--- config.mk ---
export PLATFORM = sky130hd
export DESIGN_NAME = tcm_axis_tx
export DESIGN_NICKNAME = d
export VERILOG_FILES = /design/src/rtl/tcm_axis_tx.sv
export SDC_FILE = /design/constraint.sdc
export NUM_CORES = 1
export LEC_CHECK = 0
export CAP_MARGIN = 30
export CORE_MARGIN = 2
export CORE_UTILIZATION = 45
export CTS_BUF_LIST = sky130_fd_sc_hd__clkbuf_4 sky130_fd_sc_hd__clkbuf_8
export DETAILED_ROUTE_END_ITERATION = 16
export DONT_BUFFER_PORTS = 1
export PLACE_DENSITY_LB_ADDON = 0.1
export SLEW_MARGIN = 25
export SYNTH_ARGS = -nofsm -noshare
export SYNTH_HDL_FRONTEND = slang
export SYNTH_SLANG_ARGS = --single-unit
--- constraint.sdc ---
create_clock -name m_axis_aclk -period 2.2 [get_ports m_axis_aclk]
set_input_delay 0.55 -clock m_axis_aclk [delete_from_list [all_inputs] [get_ports m_axis_aclk]]
set_output_delay 0.55 -clock m_axis_aclk [all_outputs]
set_load 0.01 [all_outputs]
--- src/rtl/tcm_axis_tx.sv ---
// AXI4-Stream test-pattern frame generator: emits N beats of incrementing or
// LFSR data per start edge, with abort, sticky status and a frame counter.
module tcm_axis_tx #(
  parameter int C_M_AXIS_TDATA_WIDTH = 32,
  parameter int C_LEN_WIDTH          = 16
) (
  input  logic                              m_axis_aclk,
  input  logic                              m_axis_areset,
  input  logic [31:0]                       USR_tcm_control,
  input  logic [31:0]                       USR_tcm_seed,
  output logic [31:0]                       USR_tcm_status,
  output logic                              m_axis_tvalid,
  input  logic                              m_axis_tready,
  output logic [C_M_AXIS_TDATA_WIDTH-1:0]   m_axis_tdata,
  output logic [C_M_AXIS_TDATA_WIDTH/8-1:0] m_axis_tstrb,
  output logic                              m_axis_tlast
);

  localparam int DW = C_M_AXIS_TDATA_WIDTH;
  localparam int LW = C_LEN_WIDTH;
  localparam logic [DW-1:0] LFSR_MASK = DW'(32'h8020_0003);

  typedef enum logic {
    IDLE = 1'b0,
    SEND = 1'b1
  } state_t;

  state_t          state_q;
  logic            ctrl_start_q;
  logic            tvalid_q;
  logic            tlast_q;
  logic [DW-1:0]   tdata_q;
  logic [LW-1:0]   k_q;
  logic [LW-1:0]   n_q;
  logic            mode_q;
  logic            done_q;
  logic            aborted_q;
  logic            abort_pend_q;
  logic            abort_term_q;
  logic [15:0]     frame_cnt_q;

  logic            start_evt;
  logic            abort_in;
  logic            mode_in;
  logic [LW-1:0]   n_in;
  logic [DW-1:0]   seed_w;
  logic [DW-1:0]   first_d;
  logic [DW-1:0]   beat_d;
  logic [LW-1:0]   k_d;
  logic            handshake;
  logic            abort_now;
  logic            unused_ctrl;

  assign start_evt   = USR_tcm_control[0] & ~ctrl_start_q;
  assign mode_in     = USR_tcm_control[1];
  assign abort_in    = USR_tcm_control[2];
  assign n_in        = LW'(USR_tcm_control[31:16]);
  assign seed_w      = DW'(USR_tcm_seed);
  assign unused_ctrl = ^USR_tcm_control[15:3];

  assign handshake = tvalid_q & m_axis_tready;
  // An abort seen on the same edge as a handshake already shortens the beat being loaded.
  assign abort_now = abort_pend_q | abort_in;
  assign k_d       = k_q + 1'b1;

  always_comb begin
    first_d = seed_w;
    if (mode_in && seed_w == '0) first_d = {{(DW-1){1'b0}}, 1'b1};
    if (mode_q) beat_d = (tdata_q >> 1) ^ (tdata_q[0] ? LFSR_MASK : '0);
    else        beat_d = tdata_q + 1'b1;
  end

  // NOTE: every state register is updated with <= so all of them sample the
  // same pre-edge values; a blocking = here would create ordering-dependent logic.
  always_ff @(posedge m_axis_aclk) begin
    if (m_axis_areset) begin
      state_q      <= IDLE;
      ctrl_start_q <= 1'b0;
      tvalid_q     <= 1'b0;
      tlast_q      <= 1'b0;
      tdata_q      <= '0;
      k_q          <= '0;
      n_q          <= '0;
      mode_q       <= 1'b0;
      done_q       <= 1'b0;
      aborted_q    <= 1'b0;
      abort_pend_q <= 1'b0;
      abort_term_q <= 1'b0;
      frame_cnt_q  <= '0;
    end else begin
      ctrl_start_q <= USR_tcm_control[0];
      case (state_q)
        IDLE: begin
          if (start_evt && n_in != '0 && !abort_in) begin
            state_q      <= SEND;
            tvalid_q     <= 1'b1;
            tdata_q      <= first_d;
            tlast_q      <= (n_in == LW'(1));
            k_q          <= '0;
            n_q          <= n_in;
            mode_q       <= mode_in;
            done_q       <= 1'b0;
            aborted_q    <= 1'b0;
            abort_pend_q <= 1'b0;
            abort_term_q <= 1'b0;
          end
        end
        SEND: begin
          if (abort_in) abort_pend_q <= 1'b1;
          if (handshake) begin
            if (tlast_q) begin
              state_q      <= IDLE;
              tvalid_q     <= 1'b0;
              tlast_q      <= 1'b0;
              done_q       <= 1'b1;
              aborted_q    <= abort_term_q;
              frame_cnt_q  <= frame_cnt_q + 16'd1;
              abort_pend_q <= 1'b0;
              abort_term_q <= 1'b0;
            end else begin
              k_q          <= k_d;
              tdata_q      <= beat_d;
              tlast_q      <= (k_d == n_q - 1'b1) | abort_now;
              // Remember that this tlast came from an abort, not the beat count.
              abort_term_q <= abort_now;
            end
          end
        end
        default: state_q <= IDLE;
      endcase
    end
  end

  assign m_axis_tvalid  = tvalid_q;
  assign m_axis_tdata   = tdata_q;
  assign m_axis_tlast   = tlast_q;
  assign m_axis_tstrb   = '1;
  assign USR_tcm_status = {frame_cnt_q, 13'd0, aborted_q, done_q, (state_q == SEND)};

endmodule

After elaboration in Yosys (flattened, before gate mapping)
Cells that the tools add are included.
Widths: inputs -> output; s select.
- bits in registers: 89
- input port bits: 67
- output and inout bits: 70
- add/sub/neg operators: 4
- equality and inequality tests: 6
- muxes and demuxes: 37
- bitwise logic cells: 7
- reduce and logical (&&, ||, !) cells: 11
- operators with widths (cell ; count):
    $mux 32 ; 6
    $pmux 32 s2 ; 1
    $mux 16 ; 3
    $add 16x1->16 const B ; 2
    $add 32x1->32 const B ; 1
    $logic_not 32->1 ; 1
    $pmux 16 s2 ; 1
    $xor 31x32->32 ; 1
    $mux 1 ; 19
    $eq 16x1->1 const B ; 1
    $eq 16x16->1 ; 1
    $reduce_bool 16->1 ; 1
    $sub 16x1->16 const B ; 1
    $pmux 1 s2 ; 7
    $reduce_and 3->1 ; 3
    $ne 2x1->1 const B ; 2
    $ne 2x2->1 const B ; 2
    $reduce_and 2->1 ; 2
    $logic_and 1x1->1 ; 3
    $and 1x1->1 ; 2
    $not 1->1 ; 2
    $or 1x1->1 ; 2
    $logic_not 1->1 ; 1

Longest topological paths before layout
- depth after elaboration: 6
- mapped depth: 8
- gate-level depth less buffers: 8

Worst setup path after synthesis
Ideal clock, no wire load.
- kind: flip-flop to flip-flop
- start point: register tdata_q[16], in the netlist m_axis_tdata[16]
- end point: register tdata_q[31], in the netlist m_axis_tdata[31]
- library setup time: 132 ps
- arrival: 2078 ps
- data required time: 2068 ps
- path slack: -10 ps
- stages on the path, launching flop included: 9
- buffers on the path: 2
- path through: dfxtp_1 > clkbuf_1 > nand3_1 > nor4_2 > and3_1 > buf_2 > mux2_2 > a211oi_1 > nor3_1
- cells in the longest elaborated chain, start to end: 5
- ends and longest elaborated chain (what ; RTL line ; source):
    start, declared ; 32 ; logic [DW-1:0] tdata_q;
    start signal, assigned ; 97 ; tdata_q <= first_d;
    start signal, assigned ; 122 ; tdata_q <= beat_d;
    $add 32x1->32 ; 70 ; else beat_d = tdata_q + 1'b1;
    $mux 32 ; 69 ; if (mode_q) beat_d = (tdata_q >> 1) ^ (tdata_q[0] ? LFSR_MASK : '0);
    $mux 32 ; 111 ; if (tlast_q) begin
    $mux 32 ; 110 ; if (handshake) begin
    $pmux 32 s2 ; 92 ; case (state_q)
No other way between the ends. The select of a mux whose other input is x is not followed.
A chain may end at the register's enable or synchronous reset.

Worst setup path in the final report
- start point: register n_q[7]
- end point: register tlast_q, in the netlist m_axis_tlast
- cells in the longest elaborated chain, start to end: 6
- ends and longest elaborated chain (what ; RTL line ; source):
    start, declared ; 34 ; logic [LW-1:0] n_q;
    start signal, assigned ; 100 ; n_q <= n_in;
    $sub 16x1->16 ; 123 ; tlast_q <= (k_d == n_q - 1'b1) | abort_now;
    $eq 16x16->1 ; 123 ;
    $or 1x1->1 ; 123 ;
    $mux 1 ; 111 ;
    $mux 1 ; 110 ;
    $pmux 1 s2 ; 92 ;
    end signal, assigned ; 98 ; tlast_q <= (n_in == LW'(1));
    end signal, assigned ; 123 ;
    end, declared ; 31 ; logic tlast_q;
No other way between the ends. The select of a mux whose other input is x is not followed.

==> flow_metrics.py <==
metrics = {
    "global_routing": {
        "grt_pass1_vias": 5049,
        "grt_overflow": 0,
        "antenna_found_initial": 0,
        "grt_first_pass_wirelength_um": 24800,
        "track_usage_pct": 23.2,
        "grt_max_degree": 91,
    },
    "clocking": {
        "cts_root_buf": "clkbuf_8",
        "clk_path_buf_depth": 2,
        "clkSlewWorstSetupHoldPaths_ns": 0.10,
        "cts.sinks": 89,
        "cts_tree": "done",
        "insertion_delay_ns": 0.38,
        "cts_buffers": 9,
        "htree_levels": 3,
        "cts_setup_buffers": 0,
    },
    "yosys": {
        "synth_edf_count": 0,
        "synth.avg_cell_area_um2": 7.69,
        "synth-main-ff-cell": "dfxtp_1",
        "synthDistinctLibCells": 60,
        "ys_ff_latch": 89,
        "syn-cell-area_um2": 5690,
        "seq_area_frac_synth_pct": 31.3,
        "async_flop_share_pct": 0,
        "syn_inst": 739,
        "yosys_warnings": 0,
    },
    "critical_path": {
        "cp_slowest_cell": "or4_4",
        "critPathRequiredTime_ns": 2.48,
        "crit_family": "simple AND/OR/NAND/NOR gates",
        "cpPeakStageDelay_ns": 0.54,
        "path_buf_inv": 0,
        "path_class": "reg -> reg",
        "arrival_ns": 2.39,
        "startpoint_type": "register",
        "cp_max_fo": 3,
        "end_kind": "register",
        "r2r_slack_ns": 0.09,
        "crit_chain": "or4_4 > or3_4 > nor4b_4 > xor2_1 > xnor2_1 > o41ai_2",
    },
    "power_and_ir_drop": {
        "p_leak_nw": 2.32,
        "power_density_nw_per_um2": 555,
        "total_power_w": 0.00359,
        "peakVddDrop_v": 0.000359,
    },
    "placement": {
        "dpl-instance-area_um2": 6260,
        "io_buffers": 0,
        "dp_hpwl_um": 11600,
        "preCtsSetupSlack_ns": -0.0275,
        "gp_congestion": 0.881,
    },
    "layout": {
        "multi_input_area_um2": 3610,
        "fin_area_um2": 6470,
        "antenna-diode-count": 0,
        "final_cell_mix": "nor2_1, dfxtp_1, buf_4",
        "seq_area_um2": 1780,
        "syn2layout_area_growth_pct": 13.9,
        "fill_cells": 1218,
        "layout.nets": 846,
        "drive_gt1_share_pct": 14.9,
        "final_common_cell": "nor2_1",
    },
    "sta": {
        "tightestPinTransition_ns": 0.555,
        "setup_slack_ns": 0.0928,
        "finalCritPeriodShare_pct": 95.8,
        "timing.fmax_mhz": 475,
        "timing.final.max_slew_violations": 0,
        "period_minus_slack_ns": 2.11,
        "setup_viol": 0,
        "skew_ns": 0.0132,
        "hold_viol_final": 0,
        "timing.slew.headroom_pct": 62.6,
        "rsz0062_at_grt": "true",
    },
    "route": {
        "routed_via_density": 5.69,
        "drt_iter0_drc": 359,
        "drt-total-wl_um": 15800,
        "antenna_left": 0,
        "vias": 5409,
        "wl_per_cell_um": 16.6,
        "drc_errors": 0,
        "drt_pass1_iterations": 5,
    },
    "run_status": {
        "outcome": "completed",
    },
    "die": {
        "die_w_um": 116,
        "core_area_um2": 12500,
        "ioPinCount": 137,
        "die_area_um2": 13500,
        "fp.dieH_um": 116,
        "num_rows": 41,
        "initial_core_util_pct": 45.6,
    },
    "hold_path": {
        "hold_path.class": "in -> reg",
    },
    "run": {
        "drv_cap": 0,
    },
}
[kinds of logic (layout without fill, tap and decap cells)]
family                     count (synthesis)  after routing  share of synthesized area (%)
AOI/OAI and AO/OA                        154            154                           17.1
xor gates and xnor gates                  73             73                           11.2
adders and majority gates                  4              4                          0.880
buffers and inverters                     81            106                           6.80
other                                      2             17                          0.132
and+or+nand+nor                          309            309                           27.8
muxes                                     27             27                           4.78
DFF                                       89             89                           31.3
[cells in the mapped netlist (all sizes together) (15+ instances only)]
cell / instances / share of area (%)
nor2: 96 / 6.3
dfxtp: 89 / 31
nand2: 56 / 3.7
a21oi: 53 / 4.7
xnor2: 50 / 7.7
clkbuf: 42 / 2.8
o21ai: 34 / 3.0
buf: 28 / 3.3
nand3: 28 / 2.5
mux2i: 26 / 4.6
nor3: 24 / 2.1
xor2: 23 / 3.5
nand4: 21 / 2.3
nor4: 20 / 2.4
o211ai: 16 / 2.1
a211oi: 15 / 2.1
[what timing repair did]
| item | in CTS | in global routing |
|---|---|---|
| hold buffers | 0 | 0 |
| resized for setup | 1 | 2 |
| setup endpoints to repair | 1 | 3 |
| pin swaps | 0 | 2 |
[state kept, by name (all words and copies together), names as in the netlist]
register and flops:
abort_pend_q 1, done_q 1, aborted_q 1, frame_cnt_q 16, m_axis_tlast 1, ctrl_start_q 1
mode_q 1, m_axis_tvalid 1, abort_term_q 1, k_q 16, n_q 16, m_axis_tdata 32
state_q 1
[stage by stage]
stage	setup TNS [ns]	hold slack (ns)	cells	utilization [%]
2_1_floorplan	0	0.450	754	-
3_3_place_gp	0	0.458	936	50.2
3_5_place_dp	-0.0653	0.487	936	50.2
4_1_cts	0	0.206	951	51.9
5_1_grt	-0.0288	0.211	951	51.9
6_report	0	0.234	951	51.9
[power breakdown]
| group | switching, W | total (W) | internal, W |
|---|---|---|---|
| combinational | 0.000356 | 0.000663 | 0.000306 |
| clock | 0.000648 | 0.00121 | 0.000561 |
| sequential | 0.0000560 | 0.00172 | 0.00167 |
| total | 0.00106 | 0.00359 | 0.00253 |
[area by class of cell]
type / instances / area share (%)
clock inverters: 5 / 1.00
well taps: 172 / 3.32
multi-input cells: 584 / 55.7
inverters: 11 / 0.638
repair buffers: 80 / 9.66
clock buffers: 10 / 2.13
flip-flops and latches: 89 / 27.6
[worst paths after layout]
path              depth (start not counted)                to           from
hold / removal                            1  m_axis_tdata[10]  m_axis_areset
hold reg to reg                           2      abort_pend_q   abort_pend_q
setup / recovery                          6      m_axis_tlast         n_q[7]
setup reg to reg                          6      m_axis_tlast         n_q[7]
[per-layer routing]
metal  GRT usage [%]  part of all wire [%]
met5               0                     0
met4            10.2                   2.3
met3            5.50                   7.8
met2            36.6                    46
met1            30.3                    44
(Power assumes the default switching activity.)
